==> config.mk <==
export PLATFORM = sky130hd
export DESIGN_NAME = turn_sequencer
export DESIGN_NICKNAME = d
export VERILOG_FILES = /design/src/rtl/battle_pkg.sv /design/src/rtl/next_alive.sv /design/src/rtl/turn_sequencer.sv
export SDC_FILE = /design/constraint.sdc
export NUM_CORES = 1
export LEC_CHECK = 0
export ABC_CLOCK_PERIOD_IN_PS = 4400
export BUFFER_PORTS_ARGS = -buffer_cell sky130_fd_sc_hd__buf_2
export CAP_MARGIN = 15
export CORE_ASPECT_RATIO = 1.4
export CORE_UTILIZATION = 53
export DETAILED_ROUTE_END_ITERATION = 10
export PLACE_DENSITY = 0.79
export RECOVER_POWER = 25
export SLEW_MARGIN = 20
export SYNTH_ARGS = -nofsm -noshare
export SYNTH_HDL_FRONTEND = slang
export SYNTH_SLANG_ARGS = --single-unit
==> constraint.sdc <==
create_clock -name Clk -period 4.4 [get_ports Clk]
set_clock_uncertainty 0.2 [all_clocks]
set_input_delay 0.88 -clock Clk [delete_from_list [all_inputs] [get_ports Clk]]
set_output_delay 0.88 -clock Clk [all_outputs]
set_load 0.05 [all_outputs]
==> src/rtl/battle_pkg.sv <==
// rtl/battle_pkg.sv - shared turn-sequencer types, sizes and the saturating HP subtract
package battle_pkg;

  localparam int NUM_MON_C = 3;
  localparam int HP_W_C    = 8;

  localparam logic PLAYER = 1'b1;
  localparam logic ENEMY  = 1'b0;

  typedef enum logic [3:0] {
    S_IDLE,
    S_ORDER,
    S_CALC,
    S_APPLY,
    S_SHOW,
    S_CHECK,
    S_END,
    S_WIN,
    S_LOSE
  } ts_state_e;

  function automatic logic [HP_W_C-1:0] sat_sub(input logic [HP_W_C-1:0] hp,
                                                input logic [HP_W_C-1:0] dmg);
    return (hp > dmg) ? hp - dmg : '0;
  endfunction

endpackage

==> src/rtl/next_alive.sv <==
// rtl/next_alive.sv - next conscious mon after a faint, scanning forward with wraparound
module next_alive #(
  parameter int NUM_MON = 3,
  parameter int HP_W    = 8
) (
  input  logic [NUM_MON*HP_W-1:0] i_hp,
  input  logic [1:0]              i_idx,
  output logic [1:0]              o_next_idx,
  output logic                    o_all_zero
);

  int w_slot;

  always_comb begin
    o_next_idx = i_idx;
    o_all_zero = 1'b1;
    w_slot     = 0;
    for (int m = 0; m < NUM_MON; m++) begin
      if (i_hp[m*HP_W +: HP_W] != '0) o_all_zero = 1'b0;
    end
    // Scan descending so the smallest forward distance to a live mon wins.
    for (int k = NUM_MON - 1; k >= 1; k--) begin
      w_slot = (int'(i_idx) + k) % NUM_MON;
      if (i_hp[w_slot*HP_W +: HP_W] != '0) o_next_idx = w_slot[1:0];
    end
  end

endmodule

==> src/rtl/turn_sequencer.sv <==
// rtl/turn_sequencer.sv - one battle turn: speed order, damage handshake, HP apply, faint/switch, win/lose
// SPEED_TIE_LFSR_EN: speed ties decided by an 8-bit LFSR instead of always favouring the player.
module turn_sequencer
  import battle_pkg::*;
#(
  parameter int NUM_MON = NUM_MON_C,
  parameter int HP_W    = HP_W_C,
  parameter int SPD_W   = 8
) (
  input  logic                    Clk,
  input  logic                    Reset,
  input  logic                    load_hp,
  input  logic [NUM_MON*HP_W-1:0] player_hp_init,
  input  logic [NUM_MON*HP_W-1:0] enemy_hp_init,
  input  logic                    start_turn,
  input  logic [1:0]              player_move,
  input  logic [1:0]              enemy_move,
  input  logic [SPD_W-1:0]        player_speed,
  input  logic [SPD_W-1:0]        enemy_speed,
  input  logic                    key_confirm,
  output logic                    calc_req,
  output logic                    calc_is_player,
  output logic [1:0]              calc_move,
  input  logic                    calc_ack,
  input  logic [HP_W-1:0]         calc_damage,
  output logic [NUM_MON*HP_W-1:0] player_hp,
  output logic [NUM_MON*HP_W-1:0] enemy_hp,
  output logic [1:0]              cur_mon,
  output logic [1:0]              opp_mon,
  output logic                    msg_valid,
  output logic                    msg_is_player,
  output logic [1:0]              msg_move,
  output logic                    busy,
  output logic                    turn_done,
  output logic                    battle_over,
  output logic                    result
);

  ts_state_e               r_state, w_next;
  logic [NUM_MON*HP_W-1:0] r_player_hp, r_enemy_hp;
  logic [1:0]              r_cur, r_opp, r_pmove, r_emove;
  logic                    r_loaded, r_atk, r_att_player, r_over, r_result;
  logic [HP_W-1:0]         r_dmg, w_def_hp;
  logic [1:0]              w_p_next, w_e_next;
  logic                    w_p_all0, w_e_all0, w_def_team_dead, w_tie_bit, w_player_first;

`ifdef SPEED_TIE_LFSR_EN
  logic [7:0] r_lfsr;
  always_ff @(posedge Clk) begin
    if (Reset) r_lfsr <= 8'hA5;
    else       r_lfsr <= {r_lfsr[6:0], r_lfsr[7] ^ r_lfsr[5] ^ r_lfsr[4] ^ r_lfsr[3]};
  end
  assign w_tie_bit = r_lfsr[0];
`else
  assign w_tie_bit = 1'b1;
`endif

  assign w_player_first = (player_speed > enemy_speed) ||
                          ((player_speed == enemy_speed) && w_tie_bit);

  // The defender is always the side opposite the current attacker.
  assign w_def_hp        = (r_att_player == PLAYER) ? r_enemy_hp[r_opp*HP_W +: HP_W]
                                                    : r_player_hp[r_cur*HP_W +: HP_W];
  assign w_def_team_dead = (r_att_player == PLAYER) ? w_e_all0 : w_p_all0;

  next_alive #(.NUM_MON(NUM_MON), .HP_W(HP_W)) u_next_player (
    .i_hp(r_player_hp), .i_idx(r_cur), .o_next_idx(w_p_next), .o_all_zero(w_p_all0)
  );
  next_alive #(.NUM_MON(NUM_MON), .HP_W(HP_W)) u_next_enemy (
    .i_hp(r_enemy_hp), .i_idx(r_opp), .o_next_idx(w_e_next), .o_all_zero(w_e_all0)
  );

  assign player_hp   = r_player_hp;
  assign enemy_hp    = r_enemy_hp;
  assign cur_mon     = r_cur;
  assign opp_mon     = r_opp;
  assign battle_over = r_over;
  assign result      = r_result;

  always_comb begin
    w_next         = r_state;
    calc_req       = 1'b0;
    calc_is_player = 1'b0;
    calc_move      = 2'd0;
    msg_valid      = 1'b0;
    msg_is_player  = 1'b0;
    msg_move       = 2'd0;
    busy           = 1'b1;
    turn_done      = 1'b0;
    case (r_state)
      S_IDLE: begin
        busy = 1'b0;
        if (!load_hp && start_turn && r_loaded) w_next = S_ORDER;
      end
      S_ORDER: w_next = S_CALC;
      S_CALC: begin
        calc_req       = 1'b1;
        calc_is_player = r_att_player;
        calc_move      = r_att_player ? r_pmove : r_emove;
        if (calc_ack) w_next = S_APPLY;
      end
      S_APPLY: w_next = S_SHOW;
      S_SHOW: begin
        msg_valid     = 1'b1;
        msg_is_player = r_att_player;
        msg_move      = r_att_player ? r_pmove : r_emove;
        if (key_confirm) w_next = S_CHECK;
      end
      S_CHECK: begin
        if (w_def_hp == '0) begin
          if (w_def_team_dead) w_next = (r_att_player == PLAYER) ? S_WIN : S_LOSE;
          else                 w_next = S_END;
        end else if (!r_atk) begin
          w_next = S_CALC;
        end else begin
          w_next = S_END;
        end
      end
      S_END: begin
        turn_done = 1'b1;
        w_next    = S_IDLE;
      end
      S_WIN, S_LOSE: begin
        busy = 1'b0;
        if (load_hp) w_next = S_IDLE;
      end
      default: w_next = S_IDLE;
    endcase
  end

  always_ff @(posedge Clk) begin
    if (Reset) begin
      r_state      <= S_IDLE;
      r_player_hp  <= '0;
      r_enemy_hp   <= '0;
      r_cur        <= 2'd0;
      r_opp        <= 2'd0;
      r_pmove      <= 2'd0;
      r_emove      <= 2'd0;
      r_loaded     <= 1'b0;
      r_atk        <= 1'b0;
      r_att_player <= ENEMY;
      r_over       <= 1'b0;
      r_result     <= 1'b0;
      r_dmg        <= '0;
    end else begin
      r_state <= w_next;
      case (r_state)
        S_IDLE, S_WIN, S_LOSE: begin
          if (load_hp) begin
            r_player_hp <= player_hp_init;
            r_enemy_hp  <= enemy_hp_init;
            r_cur       <= 2'd0;
            r_opp       <= 2'd0;
            r_over      <= 1'b0;
            r_result    <= 1'b0;
            r_loaded    <= 1'b1;
          end else if (w_next == S_ORDER) begin
            r_pmove <= player_move;
            r_emove <= enemy_move;
          end
        end
        S_ORDER: begin
          r_att_player <= w_player_first ? PLAYER : ENEMY;
          r_atk        <= 1'b0;
        end
        S_CALC: if (calc_ack) r_dmg <= calc_damage;
        S_APPLY: begin
          if (r_att_player == PLAYER) r_enemy_hp[r_opp*HP_W +: HP_W]  <= sat_sub(w_def_hp, r_dmg);
          else                        r_player_hp[r_cur*HP_W +: HP_W] <= sat_sub(w_def_hp, r_dmg);
        end
        S_CHECK: begin
          if (w_def_hp == '0) begin
            if (w_def_team_dead) begin
              r_over   <= 1'b1;
              r_result <= (r_att_player == PLAYER);
            end else if (r_att_player == PLAYER) begin
              r_opp <= w_e_next;
            end else begin
              r_cur <= w_p_next;
            end
          end else if (!r_atk) begin
            r_atk        <= 1'b1;
            r_att_player <= ~r_att_player;
          end
        end
        default: ;
      endcase
    end
  end

endmodule
==> out/qor.log <==
INFO  floorplanning  die_outline_area=9970um2
INFO  placement      place.detailed.instances=825
INFO  timing         max_clock_freq=244MHz
INFO  synthesis      seq_area_frac_synth=28.8%
INFO  cells_and_area finalNonFillerCells=841
INFO  clock_network  post_cts.repair.setup_buffers=0
INFO  cells_and_area drive_above_1_share=26.8%
INFO  synthesis      syn-cell-area=5070um2
INFO  cells_and_area fillers=813
INFO  global_routing grt_max_degree=56
INFO  synthesis      syn-instance-count=589
INFO  cells_and_area final_net_count=845
INFO  cells_and_area num_antenna_cells=0
INFO  power          p_seq_share=33.7%
INFO  synthesis      syn_nets=705
INFO  power          p_leak=2.72nW
INFO  clock_network  cts_hold_repair.buffers=0
INFO  floorplanning  floorplan.rows=41
INFO  clock_network  cts_tree=done
INFO  timing         grt_setup_unrepaired=no
INFO  status         failed_checks=design-rule violations
INFO  min_path       timing.hold.worst.class=reg2reg
INFO  critical_path  worst-setup-path-type=reg2reg
INFO  timing         post-route-period-util=93.2%
INFO  power          p_int=0.00149W
INFO  timing         relSlewSlack=37.2%
INFO  synthesis      ys.flop_type=sky130_fd_sc_hd__dfxtp_1
INFO  drt            via_per_inst=6.55
INFO  power          p_sw=0.000805W
INFO  synthesis      synthArstFlopShare=0%
INFO  clock_network  cts.htree.levels=3
INFO  min_path       timing.hold.worst.start=result
INFO  power          netSwitchingFraction=35.1%
INFO  synthesis      synth_cell_types=68
INFO  clock_network  cts_inserted_buffers=9
INFO  critical_path  endpoint_arrival_time_on_the_critical_path=4100ps
INFO  clock_network  clock-root-buffer=sky130_fd_sc_hd__clkbuf_16
INFO  drt            route.vias.total=5506
INFO  drt            route.detailed.drc=12
INFO  placement      dpl-instance-area=5880um2
INFO  cells_and_area design_area=6190um2
INFO  synthesis      syn_area_per_cell=8.61um2
INFO  drt            route.antenna.remaining_nets=0
INFO  global_routing grt-ovfl-total=0
INFO  power          power_density=370nW/um2
INFO  timing         finalSetupViolCount=0
INFO  floorplanning  die_x=84.7um
INFO  critical_path  endpoint_kind=register
INFO  timing         final_hold_viol_count=0
INFO  placement      buffer_ports.inserted=145
INFO  power          vdd.ir_drop.worst=276uV
INFO  clock_network  insertion_delay_to_the_later_sink_of_the_worst_skew_pair=350ps
INFO  timing         finalHoldWorstSlack=292ps
INFO  global_routing grt_first_pass_wirelength=27400um
INFO  timing         minimum_period_implied_by_the_final_worst_setup_slack=4100ps
INFO  timing         worstMarginPinSlew=935ps
INFO  critical_path  nature_of_the_critical_path_startpoint=register
INFO  power          power.combinational.fraction=29.3%
INFO  global_routing grt_antenna_before_repair=0
INFO  floorplanning  i_o_pin_cnt=146
INFO  critical_path  setup.worst_path.start=cur_mon[1]
INFO  timing         max_slew_violation_count=0
INFO  floorplanning  floorplan.core_area=9130um2
INFO  power          clock_power_share=37.1%
INFO  cells_and_area layout-area-overhead-vs-synth=22.0%
INFO  synthesis      yosysWarningCount=0
INFO  global_routing grt.total_usage=35.2%
INFO  cells_and_area postLayoutCoreUtil=67.7%
INFO  synthesis      synth_edf_count=0
INFO  status         run_status=complete, but fails checks
INFO  run            drv.max_cap_violation_count=0
INFO  placement      gpl.final_weighted_congestion=1.01
INFO  critical_path  path_max_fanout=15
INFO  synthesis      postSynthRegisterBits=73
INFO  critical_path  required_time_of_the_worst_setup_path=4400ps
INFO  drt            detailedRoute.firstIterationViolations=428
INFO  global_routing first_global_vias=5330
INFO  floorplanning  height_of_the_die=118um
INFO  clock_network  cts_sinks=73
INFO  placement      dp_hpwl=13200um
INFO  critical_path  timing.rr.start=cur_mon[1]
INFO  clock_network  cts-resized-gates=0
INFO  drt            detail_route.first_pass.iterations=9
INFO  clock_network  clockBufferDepth=2
INFO  timing         final.setup.tns=0ps
INFO  floorplanning  initial_utilization=55.5%
INFO  clock_network  cts.clk_slew.worst_paths=60ps
INFO  drt            wl_per_cell=20.7um
INFO  drt            totalWireLength=17400um
-- sequential cells by signal, summed over array words and instances, names as in the netlist --
name          count
r_loaded          1
r_atk             1
result            1
player_hp        24
enemy_hp         24
r_state           4
r_emove           2
cur_mon           2
r_dmg             8
r_pmove           2
r_att_player      1
battle_over       1
opp_mon           2
-- power by group through the flow --
stage               Combinational (W)  Sequential, W  Clock (W)
floorplan                    0.000312       0.000891          0
global placement             0.000654       0.000780          0
detailed placement           0.000662       0.000781          0
CTS                          0.000666       0.000767   0.000851
global route                 0.000712       0.000773   0.000873
finish                       0.000671       0.000771   0.000849
-- kinds of logic (layout without fill, tap and decap cells) --
group | after synthesis | in the layout | share of synthesized area, %
AND/OR/NAND/NOR | 210 | 210 | 21.2
XOR/XNOR | 7 | 7 | 1.21
multiplexers | 37 | 37 | 7.92
flip-flops | 73 | 73 | 28.8
AO/OA/AOI/OAI | 164 | 164 | 26.2
adder cells (fa/ha/maj) | 34 | 34 | 8.53
buffers and inverters | 64 | 209 | 6.12
-- placed cells by master, fill, tap and decap left out, drive strengths merged, types with 4 or more instances in the layout --
cell type,netlist,routed
buf,8,138
nor2,83,83
dfxtp,73,73
nor3,43,43
clkbuf,28,36
ha,33,33
a221oi,30,30
inv,28,28
mux2i,24,24
a211oi,24,24
a21oi,20,20
nand2,18,18
a32oi,18,18
nor4,14,14
mux2,13,13
a221o,12,12
o21ai,10,10
nor2b,9,9
a21o,8,8
xnor2,7,7
a31oi,6,6
nand3,6,6
nand2b,6,6
and2,6,6
or2b,5,5
o211ai,5,5
nand4,5,5
a31o,5,5
o2bb2ai,4,4
-- synth_stat cells (all sizes together) (14+ instances only) --
master	instances	area, um2
nor2	83	319
clkbuf	28	135
nor4	14	100
nand2	18	67.6
a221oi	30	263
dfxtp	73	1460
a21oi	20	100
a32oi	18	158
ha	33	413
a211oi	24	180
mux2i	24	240
inv	28	105
nor3	43	215
-- metal layers --
layer | wire [um] | track usage (%) | vias to the layer above
li1 | - | - | 2521
met1 | 6500 | 39.0 | 2577
met2 | 8700 | 61.5 | 338
met3 | 1440 | 7.64 | 70
met4 | 795 | 19.5 | 0
met5 | 0 | 0 | -
-- layout make-up --
type | instances | area [um2] | share of cell area, %
Sequential cell | 73 | 1460 | 23.6
Multi-Input combinational cell | 452 | 3300 | 53.3
Timing Repair Buffer | 165 | 842 | 13.6
Inverter | 28 | 105 | 1.70
Tap cell | 107 | 134 | 2.16
Clock buffer | 9 | 225 | 3.64
Clock inverter | 7 | 119 | 1.92
-- worst paths after layout --
| check | end | slack [ps] | depth (start not counted) |
|---|---|---|---|
| worst max-delay path | player_hp[7] | 300 | 15 |
| worst min-delay path | result | 290 | 2 |
| worst max register to register | player_hp[7] | 300 | 15 |
| worst min register to register | result | 290 | 2 |
-- worst max-delay path, cell delays in order (launching register included) --
cell                        delay [ps]
sky130_fd_sc_hd__dfxtp_1           510
sky130_fd_sc_hd__buf_4             240
sky130_fd_sc_hd__nor2b_1           130
sky130_fd_sc_hd__o2bb2ai_1         210
sky130_fd_sc_hd__mux2i_1           210
sky130_fd_sc_hd__ha_1              210
sky130_fd_sc_hd__inv_1              60
sky130_fd_sc_hd__fa_1              400
sky130_fd_sc_hd__a21o_1            180
sky130_fd_sc_hd__a21oi_1           270
sky130_fd_sc_hd__o21ai_0           150
sky130_fd_sc_hd__a21oi_1           360
sky130_fd_sc_hd__nor2_1            160
sky130_fd_sc_hd__buf_4             240
sky130_fd_sc_hd__a32oi_1           270
sky130_fd_sc_hd__a211oi_1          140
-- through the flow --
stage                     power, W  setup WS (ps)
final                      0.00229            300
after global routing       0.00236           27.1
after CTS                  0.00228            357
after detailed placement   0.00144            469
after global placement     0.00143            594
after floorplan            0.00120            461
Note: power is estimated with default switching activity, not from simulation.
